$ cat config.mk
export PLATFORM = sky130hd
export DESIGN_NAME = pc_sequencer
export DESIGN_NICKNAME = d
export VERILOG_FILES = /design/src/rtl/pc_pkg.sv /design/src/rtl/pc_sequencer.sv
export SDC_FILE = /design/constraint.sdc
export NUM_CORES = 1
export LEC_CHECK = 0
export BUFFER_PORTS_ARGS = -buffer_cell sky130_fd_sc_hd__buf_2
export CELL_PAD_IN_SITES_DETAIL_PLACEMENT = 0
export CELL_PAD_IN_SITES_GLOBAL_PLACEMENT = 2
export CORE_MARGIN = 4
export CORE_UTILIZATION = 28
export CTS_CLUSTER_DIAMETER = 100
export DETAILED_ROUTE_END_ITERATION = 16
export GPL_TIMING_DRIVEN = 0
export PLACE_DENSITY = 0.84
export REMOVE_ABC_BUFFERS = 1
export SLEW_MARGIN = 20
export SYNTH_ARGS = -nofsm -noshare
export SYNTH_HDL_FRONTEND = slang
export SYNTH_SLANG_ARGS = --single-unit
$ cat constraint.sdc
create_clock -name clk -period 3 [get_ports clk]
set_clock_uncertainty 0.15 [all_clocks]
set_input_delay 0.3 -clock clk [delete_from_list [all_inputs] [get_ports clk]]
set_output_delay 0.3 -clock clk [all_outputs]
set_load 0.02 [all_outputs]
$ cat src/rtl/pc_pkg.sv
`default_nettype none
// ============================================================================
// pc_pkg : next-PC select encodings and fetch-sequencer state encoding,
//          shared by the PC sequencer and the next-PC mux.
// Revision: 1.0
// ============================================================================
package pc_pkg;

    localparam logic [2:0] SEL_PC4    = 3'b000;
    localparam logic [2:0] SEL_JALR   = 3'b001;
    localparam logic [2:0] SEL_JAL    = 3'b010;
    localparam logic [2:0] SEL_BRANCH = 3'b011;
    localparam logic [2:0] SEL_EXC    = 3'b100;

    typedef enum logic [2:0] {
        IDLE   = 3'd0,
        REQ    = 3'd1,
        WAIT   = 3'd2,
        ISSUE  = 3'd3,
        EXEC   = 3'd4,
        UPDATE = 3'd5
    } state_t;

endpackage
`default_nettype wire

$ cat src/rtl/pc_sequencer.sv
`default_nettype none
// ============================================================================
// pc_sequencer : owns the architectural PC and steps one instruction at a time
//                through fetch, decode hand-off, execute outcome and PC update.
// Revision: 1.0
// ============================================================================
module pc_sequencer
    import pc_pkg::*;
#(
    parameter int              XLEN     = 32,
    parameter logic [XLEN-1:0] RESET_PC = '0
) (
    input  logic            clk,
    input  logic            rst_n,
    output logic            imem_req_valid,
    output logic [XLEN-1:0] imem_req_addr,
    input  logic            imem_req_ready,
    input  logic            imem_rsp_valid,
    input  logic [XLEN-1:0] imem_rsp_data,
    input  logic            imem_rsp_err,
    output logic            instr_valid,
    output logic [XLEN-1:0] instr,
    input  logic            instr_ready,
    input  logic            ctrl_valid,
    input  logic            ctrl_exception,
    input  logic            ctrl_jalr,
    input  logic            ctrl_jal,
    input  logic            ctrl_branch_taken,
    output logic [2:0]      pc_sel,
    output logic [XLEN-1:0] current_pc,
    output logic [XLEN-1:0] pc_4,
    input  logic [XLEN-1:0] next_pc,
    output logic            trap,
    output logic [XLEN-1:0] instret
);

    state_t r_state;

    assign imem_req_addr = current_pc;
    assign pc_4          = current_pc + XLEN'(4);

    always_ff @(posedge clk or negedge rst_n) begin
        if (!rst_n) begin
            r_state        <= IDLE;
            current_pc     <= RESET_PC;
            pc_sel         <= SEL_PC4;
            instr          <= '0;
            imem_req_valid <= 1'b0;
            instr_valid    <= 1'b0;
            trap           <= 1'b0;
            instret        <= '0;
        end else begin
            trap <= 1'b0;
            case (r_state)
                // IDLE deliberately ignores imem_rsp_valid to drop stale responses
                IDLE: begin
                    imem_req_valid <= 1'b1;
                    r_state        <= REQ;
                end
                REQ: begin
                    if (imem_req_ready) begin
                        imem_req_valid <= 1'b0;
                        r_state        <= WAIT;
                    end
                end
                WAIT: begin
                    if (imem_rsp_valid) begin
                        if (imem_rsp_err) begin
                            pc_sel  <= SEL_EXC;
                            trap    <= 1'b1;
                            r_state <= UPDATE;
                        end else begin
                            instr       <= imem_rsp_data;
                            instr_valid <= 1'b1;
                            r_state     <= ISSUE;
                        end
                    end
                end
                ISSUE: begin
                    if (instr_ready) begin
                        instr_valid <= 1'b0;
                        r_state     <= EXEC;
                    end
                end
                EXEC: begin
                    if (ctrl_valid) begin
                        r_state <= UPDATE;
                        if (ctrl_exception) begin
                            pc_sel <= SEL_EXC;
                            trap   <= 1'b1;
                        end else begin
                            instret <= instret + XLEN'(1);
                            if (ctrl_jalr)
                                pc_sel <= SEL_JALR;
                            else if (ctrl_jal)
                                pc_sel <= SEL_JAL;
                            else if (ctrl_branch_taken)
                                pc_sel <= SEL_BRANCH;
                            else
                                pc_sel <= SEL_PC4;
                        end
                    end
                end
                UPDATE: begin
                    // A misaligned target turns into one extra cycle selecting the exception vector
                    if ((next_pc[1:0] != 2'b00) && (pc_sel != SEL_EXC)) begin
                        pc_sel <= SEL_EXC;
                        trap   <= 1'b1;
                    end else begin
                        current_pc     <= next_pc;
                        pc_sel         <= SEL_PC4;
                        imem_req_valid <= 1'b1;
                        r_state        <= REQ;
                    end
                end
                default: r_state <= IDLE;
            endcase
        end
    end

endmodule
`default_nettype wire

==> Word-level counts from Yosys, hierarchy flattened <==
Index checks and enable logic that the tools add are counted.
{ "totals": {"register_bits": 105, "output_inout_bits": 166} }
{ "op_classes": {"eq_ne": 13, "add_sub_neg": 2, "muxes": 29, "n_reduce_logical": 13, "bitwise_logic": 3} }
{ "ops": {"columns": ["cell", "n"], "rows": [
  ["$mux W3", 11],
  ["$add A32 B1 Y32 const B", 1],
  ["$add A32 B3 Y32 const B", 1],
  ["$pmux W3 S6", 1],
  ["$ne A2 B2 Y1 const B", 7],
  ["$mux W1", 10],
  ["$pmux W3 S3", 1],
  ["$reduce_and A3 Y1", 3],
  ["$reduce_and A4 Y1", 2],
  ["$eq A3 B2 Y1 const B", 2],
  ["$eq A3 B3 Y1 const B", 2],
  ["$mux W2", 3],
  ["$pmux W1 S3", 2],
  ["$reduce_bool A3 Y1", 2],
  ["$reduce_and A5 Y1", 1],
  ["$reduce_bool A2 Y1", 2],
  ["$eq A3 B1 Y1 const B", 1],
  ["$logic_not A3 Y1", 1],
  ["$ne A3 B3 Y1 const B", 1],
  ["$not A1 Y1", 3],
  ["$pmux W1 S2", 1],
  ["$reduce_and A2 Y1", 1],
  ["$logic_and A1 B1 Y1", 1]
]} }

==> Longest topological paths before layout <==
Gate-level depths: netlist (run 1).
{ "logic_depth": {"depth_word": 6, "mapped_depth": 7, "depth_no_buf": 5} }

==> Worst setup path after synthesis (run 1) <==
OpenSTA, ideal clock, no wires.
{ "synth_timing": {"path_type": "register to output", "from": "register current_pc[14]", "to": "output port pc_4[25]", "path_slack_ns": 0.519, "t_arrival_ns": 2.031, "path_stages_with_launch": 6, "path_buffers": 1, "cell_sequence": "dfrtp_1 -> nand4_1 -> or3_1 -> clkbuf_1 -> nor4_1 -> xor2_1"} }
{ "synth_via": {"elab_chain_len": 1} }
{ "synth_lines": {"columns": ["element", "line", "rtl"], "rows": [
  ["from (decl)", "pc_sequencer.sv:30", "output logic [XLEN-1:0] current_pc,"],
  ["from (signal assigned)", "pc_sequencer.sv:110", "current_pc <= next_pc;"],
  ["$add A32 B3 Y32", "pc_sequencer.sv:40", "assign pc_4 = current_pc + XLEN'(4);"],
  ["to (decl)", "pc_sequencer.sv:31", "output logic [XLEN-1:0] pc_4,"]
]} }
No other way between the ends.

==> Worst setup path after layout (run 1) <==
{ "layout_timing": {"from": "register current_pc[14]", "to": "output port pc_4[24]"} }
Same word-level chain as after synthesis.

==> results of run 1 <==
-- worst max-delay path, cell delays in order, from the launching register on --
cell	delay [ps]
sky130_fd_sc_hd__dfrtp_1	490
sky130_fd_sc_hd__nand4_1	270
sky130_fd_sc_hd__or3_4	500
sky130_fd_sc_hd__nor3_1	250
sky130_fd_sc_hd__xor2_1	300
sky130_fd_sc_hd__buf_2	230
-- metal layers --
metal	share of wire [%]	vias to the layer above
li1	-	1981
met1	41	2018
met5	0	-
met4	2.6	0
met3	7.2	22
met2	49	167
-- repair_timing --
item,CTS,global route
endpoints found under the setup margin,3,6
setup buffers,2,0
pin swaps,1,0
hold endpoints to repair,50,0
hold buffers,1,0
gates resized for setup,0,2
-- cell families (layout without fill, tap and decap cells) --
group / Yosys count / after routing / synth area share [%]
compound gates: 16 / 16 / 2.08
xor+xnor: 59 / 59 / 9.87
fa+ha+maj: 2 / 2 / 0.478
buf+inv: 63 / 280 / 7.38
flops: 105 / 105 / 50.2
mux: 67 / 67 / 14.4
simple gates: 143 / 143 / 15.6
-- cell usage in the layout (no fill, tap or decap), types with 2 or more instances in the layout --
| cell type | instances |
|---|---|
| sky130_fd_sc_hd__a21boi_0 | 2 |
| sky130_fd_sc_hd__and2_1 | 2 |
| sky130_fd_sc_hd__and3_1 | 6 |
| sky130_fd_sc_hd__and4_1 | 4 |
| sky130_fd_sc_hd__buf_2 | 239 |
| sky130_fd_sc_hd__buf_4 | 2 |
| sky130_fd_sc_hd__buf_6 | 4 |
| sky130_fd_sc_hd__clkbuf_16 | 9 |
| sky130_fd_sc_hd__clkinvlp_4 | 3 |
| sky130_fd_sc_hd__dfrtp_1 | 105 |
| sky130_fd_sc_hd__ha_1 | 2 |
| sky130_fd_sc_hd__inv_1 | 16 |
| sky130_fd_sc_hd__inv_6 | 2 |
| sky130_fd_sc_hd__mux2_2 | 66 |
| sky130_fd_sc_hd__nand2_1 | 32 |
| sky130_fd_sc_hd__nand3_1 | 13 |
| sky130_fd_sc_hd__nand4_1 | 18 |
| sky130_fd_sc_hd__nor2_1 | 12 |
| sky130_fd_sc_hd__nor2b_1 | 2 |
| sky130_fd_sc_hd__nor3_1 | 15 |
| sky130_fd_sc_hd__nor3_2 | 3 |
| sky130_fd_sc_hd__nor4_1 | 12 |
| sky130_fd_sc_hd__nor4_2 | 5 |
| sky130_fd_sc_hd__o21ai_0 | 5 |
| sky130_fd_sc_hd__or2_2 | 5 |
| sky130_fd_sc_hd__or4_1 | 2 |
| sky130_fd_sc_hd__xnor2_1 | 25 |
| sky130_fd_sc_hd__xor2_1 | 34 |
-- power by group through the flow --
stage,Sequential (mW),Combinational [mW],Clock (mW)
6_report,2.43,3.21,1.15
5_1_grt,2.52,3.46,1.25
4_1_cts,2.44,3.25,1.19
3_5_place_dp,2.47,3.25,0
3_3_place_gp,2.43,3.21,0
2_1_floorplan,3.25,1.15,0
-- through the flow --
stage               power [mW]  worst slack, ps  utilization [%]  instances  instance area [sq um]
floorplan                 4.40             -653                -        408                   4910
global placement          5.64            -1510             35.1        877                   6400
detailed placement        5.72              360             35.7        882                   6500
CTS                       6.88             53.8             37.4        901                   6820
global route              7.24             13.0             37.5        901                   6830
finish                    6.78              150             37.5        901                   6830
-- area by class of cell --
cell class / count / area (sq um) / share of cell area, %
Sequential cell: 105 / 2630 / 38.5
Multi-Input combinational cell: 287 / 2250 / 33.0
Timing Repair Buffer: 248 / 1310 / 19.2
Tap cell: 229 / 287 / 4.20
Clock buffer: 9 / 225 / 3.30
Clock inverter: 7 / 65.1 / 0.953
Inverter: 16 / 60.1 / 0.879
-- registers in the layout (all words and copies together) (netlist names) --
name and count:
instr_valid 1, trap 1, imem_req_valid 1, pc_sel 3
instr 32, current_pc 32, r_state 3, instret 32
-- how the worst max path moves through the flow --
| stage | to |
|---|---|
| finish | pc_4[24] |
| floorplan | instr[0] |
| global route | pc_4[27] |
| detailed placement | pc_4[22] |
| global placement | instr[4] |
| CTS | pc_4[24] |
==> reports/qor.json, run 1 <==
{
  "status": {
    "outcome": "complete, no violations"
  },
  "worst_setup_path": {
    "timing.critical_path.to_type": "output pin",
    "worst_setup_path_startpoint": "current_pc[14]",
    "reg2reg_depth": 4,
    "timing.setup.critical_path_class": "reg2out",
    "r2r_start": "r_state[0]",
    "worst_path_arrival_time_ps": 2400,
    "reg2reg_setup_slack_ps": 440,
    "worst_setup_path_start_kind": "flip-flop",
    "worstReg2RegEnd": "instret[17]",
    "worst_ep_required_time_ps": 2550,
    "worst-path-max-fanout": 9
  },
  "floorplanning": {
    "core_sq_mm": 0.0182,
    "die_outline_area_sq_mm": 0.0210,
    "chipWidth_um": 145,
    "initial_utilization_pct": 28.8,
    "row_count": 49,
    "die_height_um": 145,
    "ioPinCount": 241
  },
  "detailed_routing": {
    "routed-via-count": 4188,
    "drt.antenna.violating_nets": 0,
    "first_iter_violations": 195,
    "drt_drc_violations_left": 0,
    "dr.pass1.iters": 4,
    "wl_um": 14200,
    "routed_wire_length_per_instance_um": 15.8,
    "route.detailed.vias_per_inst": 4.65
  },
  "clocking": {
    "library_cell_used_as_clock_root_buffer": "sky130_fd_sc_hd__clkbuf_16",
    "htree_levels": 3,
    "worst_skew_pair.late_latency_ps": 340,
    "clk_pin_slew_ps": 80,
    "cts_made_buffers": 9,
    "tritoncts": "yes",
    "cts_sinks": 105,
    "ctsLongestPathBuffers": 2
  },
  "timing": {
    "worst-slew-pin-transition_ps": 910,
    "final.period_utilization_pct": 95.0,
    "holdWs_ps": 25.6,
    "max_clock_freq_mhz": 351,
    "timing.final.hold_violations": 0,
    "worst_slew_margin_rel_pct": 38.5,
    "slew_viol_final": 0,
    "setup_repair_after_global_routing_missed_its_margin": "no",
    "setup_tns_ps": 0,
    "finalSetupViolations": 0,
    "period_minus_slack_ps": 2850
  },
  "worst_hold_path": {
    "hp-class": "in2reg",
    "min-delay-start": "imem_rsp_data[28]",
    "min_to": "instr[28]",
    "hold_depth": 2
  },
  "pwr": {
    "p_per_cell_area_mw_per_mm2": 993,
    "power.share.combinational_pct": 47.3,
    "power.switching_fraction_pct": 45.1,
    "p_seq_share_pct": 35.9,
    "share_clk_of_total_power_pct": 16.9,
    "switchingPower_mw": 3.06,
    "p_int_mw": 3.73,
    "vdd.ir_drop.worst_uv": 362,
    "power.leakage_nw": 3.43
  },
  "yosys": {
    "syn_inst": 455,
    "synth-main-ff-cell": "sky130_fd_sc_hd__dfrtp_1",
    "synth_largest_area_cell": "sky130_fd_sc_hd__dfrtp_1",
    "fraction_of_registers_with_async_set_reset_pct": 100,
    "synth_enable_flop_cells": 0,
    "yosysMostFrequentCell": "sky130_fd_sc_hd__dfrtp_1",
    "netlist_top_cells_count": "105 x sky130_fd_sc_hd__dfrtp_1, 66 x sky130_fd_sc_hd__mux2_2, 34 x sky130_fd_sc_hd__buf_4, 34 x sky130_fd_sc_hd__xor2_1, 32 x sky130_fd_sc_hd__nand2_1",
    "area_share_of_the_largest_cell_type_after_synthesis_pct": 50.2,
    "synthesis.area_per_instance_sq_um": 11.5,
    "synth-seq-area-share_pct": 50.2,
    "yosys_warnings": 0,
    "yosys.cell_types.count": 47,
    "synth_top_cells_by_area": "sky130_fd_sc_hd__dfrtp_1 50%, sky130_fd_sc_hd__mux2_2 14%, sky130_fd_sc_hd__xor2_1 5.7%",
    "synth_area_sq_mm": 0.00524,
    "postSynthRegisterBits": 105
  },
  "placed_design": {
    "gpl.final_weighted_congestion": 0.856,
    "placement.io_buffers": 240,
    "hpwlAfterDp_um": 11300
  },
  "global_route": {
    "antenna_found_initial": 0,
    "met1_usage_pct": 15.9,
    "global_route.usage.met3_pct": 3.42,
    "grt_pass1_vias": 4184,
    "global_route.usage.met2_pct": 22.5,
    "grt-busiest-layer": "met2",
    "grt_first_pass_wirelength_um": 21900,
    "pin_count_of_the_biggest_net_entering_global_routing": 56,
    "grt.total_usage_pct": 13.1,
    "grt_overflow": 0
  },
  "final_layout": {
    "final_net_count": 744,
    "antenna-diode-count": 0,
    "area_delta_synth_final_pct": 30.4,
    "ratio_of_cells_with_drive_above_1_in_the_final_layout_pct": 51.8,
    "filler_cell_count": 1825
  },
  "run": {
    "drv_cap": 0
  }
}
(Power assumes the default switching activity.)
==> inputs of run 2 (changes only) <==
ABC_AREA = 1   (was not set)
CORE_UTILIZATION = 26   (was 28)
PLACE_DENSITY = 0.85   (was 0.84)
TNS_END_PERCENT = 10   (was not set)
==> run 2 against run 1 <==
  * Global-route usage is 1.7 points higher
  * Sequential power shrank 3%
  * Utilization decreased by 3.4 points
  * Die area rose by 18%
  * Routed wire length up 28%
  * Combinational power shrank 3%
  * Final cell count up 40%
  * Critical path type unchanged
==> reports/qor.json, run 2 <==
{
  "final_layout": {
    "reg.largest.list": "current_pc (32), instr (32), instret (32)",
    "finalNonFillerCells": 1260,
    "final_cell_mix": "239 x sky130_fd_sc_hd__buf_2, 224 x sky130_fd_sc_hd__nand2_1, 105 x sky130_fd_sc_hd__dfrtp_1",
    "area_delta_synth_final_pct": 28.9,
    "layout.cells.most_common": "sky130_fd_sc_hd__buf_2",
    "final_net_count": 1051,
    "filler_cell_count": 2423,
    "ratio_of_cells_with_drive_above_1_in_the_final_layout_pct": 28.7
  },
  "pwr": {
    "power_mw": 6.72,
    "vdd.ir_drop.worst_uv": 339,
    "p_per_cell_area_mw_per_mm2": 901,
    "power.leakage_nw": 4.08
  },
  "placed_design": {
    "detailedPlace.worstSlack_ps": 143,
    "hpwlAfterDp_um": 14500,
    "gpl.final_weighted_congestion": 0.797,
    "place.detailed.instances": 1240,
    "placement.io_buffers": 240
  },
  "worst_hold_path": {
    "hp-class": "in2reg"
  },
  "detailed_routing": {
    "met3RoutedLength_um": 1230,
    "dr_wl_met2_um": 8900,
    "first_iter_violations": 248,
    "maxUsedRoutingLayer": "met4",
    "wl_um": 18200,
    "drt_drc_violations_left": 0,
    "routed_wire_length_per_instance_um": 14.5,
    "routed-via-count": 5431,
    "length_of_routed_wiring_on_met1_um": 7830,
    "drt.antenna.violating_nets": 0,
    "dr.pass1.iters": 5,
    "route.detailed.vias_per_inst": 4.31
  },
  "worst_setup_path": {
    "slowest_delay_ps": 440,
    "crit_path_cell_trace": "ha_1 > nand3_2 > nor3_4 > nand2_1 > nor2_1 > nand2_1 > nand2_1 > nand2_1 > buf_2",
    "worst_setup_path_start_kind": "flip-flop",
    "cpMaxStageDelayCell": "sky130_fd_sc_hd__dfrtp_1",
    "worst_ep_required_time_ps": 2550,
    "cp.buffers_inverters": 1,
    "worst-path-max-fanout": 6,
    "timing.critical_path.to_type": "output pin",
    "cp_top_family": "simple AND/OR/NAND/NOR gates",
    "worst_path_arrival_time_ps": 2310,
    "timing.setup.critical_path_class": "reg2out",
    "cp_common_cell": "sky130_fd_sc_hd__nand2_1"
  },
  "run": {
    "drv_cap": 0
  },
  "yosys": {
    "syn_inst": 766,
    "netlist_top_cells_count": "225 x sky130_fd_sc_hd__nand2_1, 105 x sky130_fd_sc_hd__dfrtp_1, 93 x sky130_fd_sc_hd__inv_1",
    "synth_largest_area_cell": "sky130_fd_sc_hd__dfrtp_1",
    "synth_top_cells_by_area": "sky130_fd_sc_hd__dfrtp_1 45%, sky130_fd_sc_hd__nand2_1 15%, sky130_fd_sc_hd__inv_1 6.0%",
    "synth_area_sq_mm": 0.00579,
    "postSynthRegisterBits": 105,
    "yosysMostFrequentCell": "sky130_fd_sc_hd__nand2_1",
    "synth-seq-area-share_pct": 45.4,
    "yosys.cell_types.count": 25,
    "yosys_warnings": 0,
    "synthesis.area_per_instance_sq_um": 7.56,
    "synth-main-ff-cell": "sky130_fd_sc_hd__dfrtp_1",
    "synth_enable_flop_cells": 0,
    "fraction_of_registers_with_async_set_reset_pct": 100,
    "area_share_of_the_largest_cell_type_after_synthesis_pct": 45.4
  },
  "clocking": {
    "cts_sinks": 105,
    "cts_made_buffers": 9,
    "htree_levels": 3,
    "tritoncts": "yes",
    "post_cts.resized_instances": 0,
    "worst_skew_pair.late_latency_ps": 360,
    "clk_pin_slew_ps": 90,
    "ctsLongestPathBuffers": 2,
    "library_cell_used_as_clock_root_buffer": "sky130_fd_sc_hd__clkbuf_16"
  },
  "floorplanning": {
    "die_height_um": 157,
    "core_sq_mm": 0.0219,
    "row_count": 54,
    "ioPinCount": 241,
    "initial_utilization_pct": 26.4,
    "die_outline_area_sq_mm": 0.0247,
    "chipWidth_um": 157
  },
  "global_route": {
    "pin_count_of_the_biggest_net_entering_global_routing": 63,
    "grt.total_usage_pct": 14.8,
    "grt_first_pass_wirelength_um": 28800,
    "grt_pass1_vias": 5282,
    "grt_overflow": 0,
    "antenna_found_initial": 1
  },
  "timing": {
    "finalWorstSetupSlack_ps": 239,
    "period_minus_slack_ps": 2760,
    "setup_repair_after_global_routing_missed_its_margin": "no",
    "worst_slew_margin_rel_pct": 57.1,
    "max_clock_freq_mhz": 362,
    "final.period_utilization_pct": 92.0,
    "timing.final.hold_violations": 0,
    "holdWs_ps": 22.2,
    "worst-slew-pin-transition_ps": 643,
    "slew_viol_final": 0,
    "finalSetupViolations": 0
  },
  "status": {
    "outcome": "complete, no violations"
  }
}
-- run 2: changes by cell type in the layout (fill, tap and decap cells not counted), moves of 11 or more --
cell,change
sky130_fd_sc_hd__nand2_1,+192
sky130_fd_sc_hd__inv_1,+77
sky130_fd_sc_hd__nor2_1,+70
sky130_fd_sc_hd__mux2_2,-66
sky130_fd_sc_hd__nand3_1,+44
sky130_fd_sc_hd__o21ai_0,+33
sky130_fd_sc_hd__a21oi_1,+17
sky130_fd_sc_hd__xnor2_1,-15
sky130_fd_sc_hd__nor4_1,-11
-- run 2: report_power, final --
part           internal, mW  switching [mW]
clock network         0.606           0.634
registers              1.85           0.504
logic                  1.00            2.12
total                  3.46            3.26
-- run 2: cells by family (layout without fill, tap and decap cells) --
logic type                 Yosys count  in the layout  synth area share [%]
adders and majority gates            2              2                 0.432
and+or+nand+nor                    422            422                  31.9
xor gates and xnor gates            36             36                  5.45
AOI/OAI and AO/OA                   58             58                  5.06
other                                0              1                     0
buffers and inverters              143            356                  11.8
DFF                                105            105                  45.4
-- run 2: worst min-delay path: cells and delay by family --
family          cells  cell delay [ps]
compound gates      1               70
buf+inv             2              120
-- run 2: what timing repair did --
action,4_1_cts,5_1_grt
hold buffers,1,0
endpoints found under the hold margin,61,0
buffers inserted,0,2
setup endpoints to repair,0,1
-- run 2: path summary, 6_finish.rpt --
kind / start / endpoint / slack, ps / cells after the start
max reg2reg: r_state[1] / current_pc[21] / 610 / 7
max in group asynchronous: rst_n / current_pc[30] / 1650 / 3
min: imem_rsp_data[8] / instr[8] / 20 / 3
min reg2reg: instr[28] / instr[28] / 330 / 2
min in group asynchronous: rst_n / instr[6] / 350 / 2
max: current_pc[3] / pc_4[22] / 240 / 9
-- run 2: cell type report --
cell class	instances	area [sq um]	share of cell area, %
flip-flops and latches	105	2630	35.2
clock buffers	9	225	3.02
diodes	1	2.50	0.0335
repair buffers	247	1330	17.8
well taps	280	350	4.70
inverters	93	349	4.68
multi-input cells	518	2490	33.4
clock inverters	7	83.8	1.12
-- run 2: metrics by stage --
step / setup TNS (ps) / cell area [sq um] / utilization (%)
CTS: 0 / 7440 / 34.0
global route: 0 / 7460 / 34.1
finish: 0 / 7460 / 34.1
global placement: -72040 / 7010 / 32.0
floorplan: -503 / 5460 / -
detailed placement: 0 / 7120 / 32.5
-- run 2: routing by layer --
metal / vias up / track usage [%]
met1: 2438 / 18.8
met3: 14 / 2.67
met4: 0 / 4.38
met2: 184 / 25.7
li1: 2795 / -
met5: - / 0
